==> src/rtl/uart_rx_oversample.sv <==
// UART receiver on a 16x oversample tick: sync, 3-tap majority filter,
// 7/8-bit frames with optional parity, held byte plus status flags.
`timescale 1ns/1ps
module uart_rx_oversample #(
  parameter int SYNC_STAGES = 2
) (
  input  logic       clk,
  input  logic       reset_n,
  input  logic       baud_clock,
  input  logic       rx,
  input  logic       bit8,
  input  logic       parity_en,
  input  logic       odd_n_even,
  input  logic       read_rx_byte,
  output logic [7:0] rx_data,
  output logic       rx_ready,
  output logic       parity_err,
  output logic       framing_err,
  output logic       overflow
);

  typedef enum logic [2:0] {
    IDLE, START, DATA, PARITY, STOP
  } state_t;

  logic [SYNC_STAGES-1:0] sync_q;
  logic [2:0] flt_q;
  logic rxs, rxf;

  always_ff @(posedge clk or negedge reset_n) begin
    if (!reset_n) begin
      sync_q <= '1;
      flt_q  <= 3'b111;
    end else begin
      sync_q <= {sync_q[SYNC_STAGES-2:0], rx};
      if (baud_clock) flt_q <= {flt_q[1:0], rxs};
    end
  end

  assign rxs = sync_q[SYNC_STAGES-1];
  assign rxf = (flt_q[0] & flt_q[1]) |
               (flt_q[0] & flt_q[2]) |
               (flt_q[1] & flt_q[2]);

  state_t state_q, state_d;
  logic [3:0] scnt_q, scnt_d;
  logic [3:0] bcnt_q, bcnt_d;
  logic [7:0] shreg_q, shreg_d;
  logic m8_q, m8_d;
  logic mpar_q, mpar_d;
  logic modd_q, modd_d;
  logic perr_q, perr_d;
  logic brk_q, brk_d;
  logic [7:0] data_d;
  logic ready_d, pe_d, fe_d, ovf_d;
  logic load;
  logic [7:0] data_w;
  logic [3:0] last;

  assign data_w = m8_q ? shreg_q : {1'b0, shreg_q[7:1]};
  assign last   = m8_q ? 4'd7 : 4'd6;

  always_comb begin
    state_d = state_q;
    scnt_d  = scnt_q;
    bcnt_d  = bcnt_q;
    shreg_d = shreg_q;
    m8_d    = m8_q;
    mpar_d  = mpar_q;
    modd_d  = modd_q;
    perr_d  = perr_q;
    brk_d   = brk_q;
    load    = 1'b0;
    if (baud_clock) begin
      unique case (state_q)
        IDLE: begin
          if (!rxf) begin
            state_d = START;
            scnt_d  = 4'd0;
            m8_d    = bit8;
            mpar_d  = parity_en;
            modd_d  = odd_n_even;
          end else begin
            brk_d = 1'b0;
          end
        end
        START: begin
          scnt_d = scnt_q + 4'd1;
          if (scnt_q == 4'd7) begin
            scnt_d = 4'd0;
            // a line still low after a framing error is a break
            if (!rxf && !brk_q) begin
              state_d = DATA;
              bcnt_d  = 4'd0;
              perr_d  = 1'b0;
            end else begin
              state_d = IDLE;
            end
          end
        end
        DATA: begin
          scnt_d = scnt_q + 4'd1;
          if (scnt_q == 4'd15) begin
            shreg_d = {rxf, shreg_q[7:1]};
            bcnt_d  = bcnt_q + 4'd1;
            if (bcnt_q == last)
              state_d = mpar_q ? PARITY : STOP;
          end
        end
        PARITY: begin
          scnt_d = scnt_q + 4'd1;
          if (scnt_q == 4'd15) begin
            perr_d  = (^data_w) ^ rxf ^ modd_q;
            state_d = STOP;
          end
        end
        STOP: begin
          scnt_d = scnt_q + 4'd1;
          if (scnt_q == 4'd15) begin
            load    = 1'b1;
            brk_d   = ~rxf;
            state_d = IDLE;
          end
        end
        default: state_d = IDLE;
      endcase
    end
  end

  always_comb begin
    data_d  = rx_data;
    ready_d = rx_ready;
    pe_d    = parity_err;
    fe_d    = framing_err;
    ovf_d   = overflow;
    if (load) begin
      data_d  = data_w;
      ready_d = 1'b1;
      pe_d    = mpar_q & perr_q;
      fe_d    = ~rxf;
      ovf_d   = rx_ready & ~read_rx_byte;
    end else if (read_rx_byte) begin
      ready_d = 1'b0;
      pe_d    = 1'b0;
      fe_d    = 1'b0;
      ovf_d   = 1'b0;
    end
  end

  always_ff @(posedge clk or negedge reset_n) begin
    if (!reset_n) begin
      state_q     <= IDLE;
      scnt_q      <= 4'd0;
      bcnt_q      <= 4'd0;
      shreg_q     <= 8'd0;
      m8_q        <= 1'b0;
      mpar_q      <= 1'b0;
      modd_q      <= 1'b0;
      perr_q      <= 1'b0;
      brk_q       <= 1'b0;
      rx_data     <= 8'd0;
      rx_ready    <= 1'b0;
      parity_err  <= 1'b0;
      framing_err <= 1'b0;
      overflow    <= 1'b0;
    end else begin
      state_q     <= state_d;
      scnt_q      <= scnt_d;
      bcnt_q      <= bcnt_d;
      shreg_q     <= shreg_d;
      m8_q        <= m8_d;
      mpar_q      <= mpar_d;
      modd_q      <= modd_d;
      perr_q      <= perr_d;
      brk_q       <= brk_d;
      rx_data     <= data_d;
      rx_ready    <= ready_d;
      parity_err  <= pe_d;
      framing_err <= fe_d;
      overflow    <= ovf_d;
    end
  end

endmodule

==> config.mk <==
export PLATFORM = sky130hd
export DESIGN_NAME = uart_rx_oversample
export DESIGN_NICKNAME = d
export VERILOG_FILES = /design/src/rtl/uart_rx_oversample.sv
export SDC_FILE = /design/constraint.sdc
export NUM_CORES = 1
export LEC_CHECK = 0
export BUFFER_PORTS_ARGS = -buffer_cell sky130_fd_sc_hd__buf_2
export CORE_ASPECT_RATIO = 1.1
export CORE_MARGIN = 2
export CORE_UTILIZATION = 55
export CTS_CLUSTER_DIAMETER = 80
export DETAILED_ROUTE_END_ITERATION = 10
export PLACE_DENSITY = 0.83
export SLEW_MARGIN = 15
export SYNTH_ARGS = -nofsm -noshare
export SYNTH_HDL_FRONTEND = slang
export SYNTH_SLANG_ARGS = --single-unit
==> constraint.sdc <==
create_clock -name clk -period 1.9 [get_ports clk]
set_clock_uncertainty 0.05 [all_clocks]
set_input_delay 0.38 -clock clk [delete_from_list [all_inputs] [get_ports clk]]
set_output_delay 0.38 -clock clk [all_outputs]
set_load 0.02 [all_outputs]
==> Word level (Yosys, flattened, before mapping) <==
Index checks and enable logic that the tools add are counted.
W data, S select, Z words.
{ "classes": {"add_sub_neg": 2, "eq_ne": 15, "muxes": 33, "bitwise_logic": 11, "n_reduce_logical": 18} }
{ "ops": {"columns": ["cell", "count"], "rows": [
  ["$mux W3", 7],
  ["$mux W4", 5],
  ["$ne A2 B2 Y1 const B", 8],
  ["$pmux W3 S5", 1],
  ["$mux W1", 14],
  ["$pmux W4 S3", 1],
  ["$reduce_and A5 Y1", 2],
  ["$reduce_and A3 Y1", 3],
  ["$add A4 B1 Y4 const B", 2],
  ["$mux W8", 1],
  ["$pmux W4 S2", 1],
  ["$reduce_bool A2 Y1", 4],
  ["$reduce_xor A8 Y1", 1],
  ["$reduce_and A7 Y1", 1],
  ["$eq A3 B2 Y1 const B", 2],
  ["$and A1 B1 Y1", 5],
  ["$eq A4 B3 Y1", 1],
  ["$eq A4 B3 Y1 const B", 1],
  ["$eq A4 B4 Y1 const B", 1],
  ["$pmux W1 S2", 2],
  ["$reduce_and A4 Y1", 1],
  ["$eq A3 B1 Y1 const B", 1],
  ["$eq A3 B3 Y1 const B", 1],
  ["$logic_not A3 Y1", 1],
  ["other kinds (8)", 12]
]} }
{ "word_totals": {"regBits": 41, "inputBits": 8, "output_inout_bits": 12, "wordCells": 95} }

==> Logic depth before layout (Yosys ltp) <==
{ "logic_depth": {"word_depth": 8, "mapped_depth": 6, "depth_no_buf": 6} }

==> Least setup slack after synthesis <==
No wires, ideal clock.
{ "synth_path": {"path_kind": "register to register", "start": "reg flt_q[1]", "end": "reg bcnt_q[3]", "setup_time_ns": 0.069, "arrival_time_ns": 1.587, "t_required_ns": 1.781, "path_slack_ns": 0.194, "path_stages_with_launch": 6, "period_less_slack_ns": 1.706, "cell_sequence": "dfstp_2 maj3_4 nor4_4 a41oi_2 or4_1 nand3_1"} }
{ "synth_via": {"elab_chain_cells": 7} }
{ "synth_rtl": {"columns": ["element", "line", "source"], "rows": [
  ["from (decl)", "27", "logic [2:0] flt_q;"],
  ["from (signal assigned)", "36", "if (baud_clock) flt_q <= {flt_q[1:0], rxs};"],
  ["$and A1 B1 Y1", "41", "assign rxf = (flt_q[0] & flt_q[1]) |"],
  ["$or A1 B1 Y1", "41", null],
  ["$or A1 B1 Y1 (*)", "42", "(flt_q[0] & flt_q[2]) |"],
  ["$logic_not A1 Y1 (*)", "92", "if (!rxf && !brk_q) begin"],
  ["$logic_and A1 B1 Y1 (*)", "92", null],
  ["$ne A2 B2 Y1 (no source line) (*)", null, null],
  ["$reduce_and A5 Y1 (no source line) (*)", null, null],
  ["to (signal assigned)", "169", "bcnt_q <= bcnt_d;"],
  ["to (decl)", "47", "logic [3:0] bcnt_q, bcnt_d;"]
]} }
Mark *: on every way between the ends. The rest lies on a longest branch, timed or not.
A chain may end at the register's enable or synchronous reset.

==> Final worst setup path <==
Same ends and word-level chain as after synthesis.

==> results.py <==
metrics = {
    "logic_synthesis": {
        "synth_area_per_cell_sq_um": 10.52,
        "ys_seq_area_frac": 0.4958,
        "synth-main-ff-cell": "dfrtp_1",
        "async_flop_share": 1.000,
        "synth_edf_count": 0,
        "synth_most_common_cell": "dfrtp_1",
        "synth_top_area_share": 0.4327,
        "synth_cells": 198,
        "yosysWarnings": 0,
        "synth.cell_area_sq_um": 2082,
        "yosys-top-cells-area": "dfrtp_1 43%, mux2_2 7.6%, dfstp_2 6.3%, o21ai_0 6.0%, mux2i_1 4.3%",
        "synthDistinctLibCells": 42,
        "synth_common_cells": "36 x dfrtp_1, 25 x o21ai_0, 20 x nand2_1",
        "ys_seq_elements": 41,
        "synth_nets": 208,
        "yosys.area.top_type": "dfrtp_1",
    },
    "worst_setup_path": {
        "cp_num_buf_inv": 0,
        "crit_fanout": 8,
        "critPathKind": "reg2reg",
        "ff2ff_path_depth": 5,
        "rr_startpoint": "flt_q[1]",
        "worstReg2RegEnd": "bcnt_q[3]",
        "cp_top_family": "simple AND/OR/NAND/NOR gates",
        "cp_slowest_cell": "or4_1",
        "worstSetupStartpointType": "flop",
        "crit_chain": "maj3_4, nor4_4, a41oi_2, or4_1, nand3_1",
        "cp-end-kind": "flop",
        "critPathMaxStageDelay_ps": 450,
        "crit_required_ps": 2080,
        "reg2reg_setup_slack_ps": 60,
        "cp.arrival_ps": 2030,
    },
    "sta": {
        "fmax_mhz": 542.9,
        "finalSetupViolCount": 0,
        "hold_viol": 0,
        "holdWs_ps": 74.63,
        "period_share": 0.9695,
        "report.final.slew_viol_count": 0,
        "worst_pin_slew_ps": 496.6,
        "rsz0062_at_grt": "yes",
        "fin_crit_ps": 1842,
        "relSlewSlack": 0.6689,
    },
    "worst_hold_path": {
        "hp-class": "in2async",
    },
    "placed_design": {
        "dp_hpwl_um": 2709,
        "io_buffers": 19,
        "placed_cells": 272,
        "place_congestion": 0.8261,
    },
    "global_route": {
        "antenna_found_initial": 0,
        "grt_util_met2": 0.3065,
        "met3_usage": 0.05519,
        "grt_pass1_vias": 1435,
        "grt_overflow": 0,
        "grt.total_usage": 0.2023,
        "grt_pass1_wl_um": 6486,
        "grt.busiest_layer": "met2",
        "grt_max_degree": 42,
        "use_met1": 0.2655,
    },
    "floorplanning": {
        "dieWidth_um": 62.66,
        "start_util": 0.5742,
        "row_count": 23,
        "coreArea_sq_um": 3626,
        "die_h_um": 68.53,
        "die_area_sq_um": 4294,
        "ios": 20,
    },
    "drt": {
        "drt-initial-drc-count": 118,
        "wirelength_um": 3874,
        "vias": 1533,
        "drc": 0,
        "dr.pass1.iters": 4,
        "vias_per_cell": 5.456,
        "antenna_left": 0,
        "wl_per_cell_um": 13.79,
    },
    "pwr": {
        "max-vdd-ir-drop_mv": 0.6870,
        "powerDensity_nw_per_um2": 996.1,
        "leakagePower_uw": 0.001109,
        "power_uw": 2392,
    },
    "job": {
        "maxCapViolCount": 0,
    },
    "layout": {
        "finalNonFillerCells": 281,
        "synthToLayoutAreaGrowth_pct": 15.32,
        "antenna_cells": 0,
        "fin_nets": 240,
        "drive_gt1_frac": 0.2900,
        "fillerInstances": 294,
    },
    "clock_tree": {
        "insertion_delay_ps": 300,
        "cts_buffer_depth": 2,
        "cts_made_buffers": 5,
        "clk_pin_slew_worst_paths_ps": 70,
        "cts_tree": "yes",
        "root_buffer": "clkbuf_8",
        "cts.htree.levels": 2,
        "cts_sinks": 41,
    },
    "status": {
        "status": "finished, final reports clean",
    },
}
layout by cell type, fill, tap and decap left out, drive strengths merged, types with 4 or more instances in the layout:
cell type  netlist  final
nand3            9      9
inv              4      4
xnor2            4      4
a21oi            5      5
nor3             5      5
nor2b            5      5
dfstp            5      5
mux2i            9      9
dfrtp           36     36
nand2           20     20
xor2             5      5
o21ai           27     27
nor2             6      6
clkbuf           5      6
mux2            14     14
buf              5     35
nand3b           4      4
logic make-up after synthesis:
| family | synth area share |
|---|---|
| DFF | 0.4958 |
| muxes | 0.1190 |
| AOI/OAI and AO/OA | 0.1214 |
| and+or+nand+nor | 0.1683 |
| adders and majority gates | 0.01863 |
| xor gates and xnor gates | 0.04867 |
| buffers and inverters | 0.02824 |
where the power goes:
part           leakage, uW  switching (uW)  total, uW  internal, uW
clock network    0.0000450             282        536           254
logic             0.000524             393        779           386
registers         0.000540             106       1080           971
cell type report:
class	count	area [sq um]	area share
flip-flops and latches	41	1032	0.4299
multi-input cells	143	993.5	0.4138
repair buffers	35	215.2	0.08963
clock buffers	6	72.57	0.03022
well taps	50	62.56	0.02606
inverters	4	15.01	0.006253
clock inverters	2	10.01	0.004169
per-stage QoR:
stage | area, sq um | setup TNS (ps) | util | setup WS [ps]
after floorplan | 2082 | 0 | - | 194.4
after global placement | 2308 | 0 | 0.6366 | 104.6
after detailed placement | 2308 | 0 | 0.6366 | 43.12
after CTS | 2391 | 0 | 0.6594 | 23.05
after global routing | 2401 | -40.95 | 0.6622 | -40.95
final | 2401 | 0 | 0.6622 | 57.90
timing repair:
item,in CTS,in global routing
resized for setup,0,1
setup buffers,0,1
setup endpoints to repair,0,10
hold buffers,0,0
routing by layer:
layer | wire length, um | up-vias
met3 | 177 | 10
li1 | - | 770
met4 | 100 | 0
met5 | 0 | -
met2 | 1841 | 33
met1 | 1754 | 720
state kept, by name, indices dropped and copies added (netlist names), 2 cells and up:
| signal | count |
|---|---|
| flt_q | 3 |
| rx_data | 8 |
| state_q | 3 |
| scnt_q | 4 |
| bcnt_q | 4 |
| sync_q | 2 |
| shreg_q | 8 |
how the worst max path moves through the flow:
stage                      end  depth (start not counted)  slack [ps]      start
finish               bcnt_q[3]                          5          60   flt_q[1]
floorplan            bcnt_q[3]                          5         190   flt_q[1]
detailed placement  state_q[0]                          6          40  scnt_q[0]
CTS                 state_q[0]                          6          20  scnt_q[0]
global placement    state_q[0]                          6         100  scnt_q[0]
global route         bcnt_q[3]                          5         -40   flt_q[1]
worst reg2reg max path, stage by stage, from the launching register on:
cell	delay, ps
dfstp_2	380
maj3_4	390
nor4_4	190
a41oi_2	220
or4_1	450
nand3_1	100
Power figures use the tool's default switching activity.
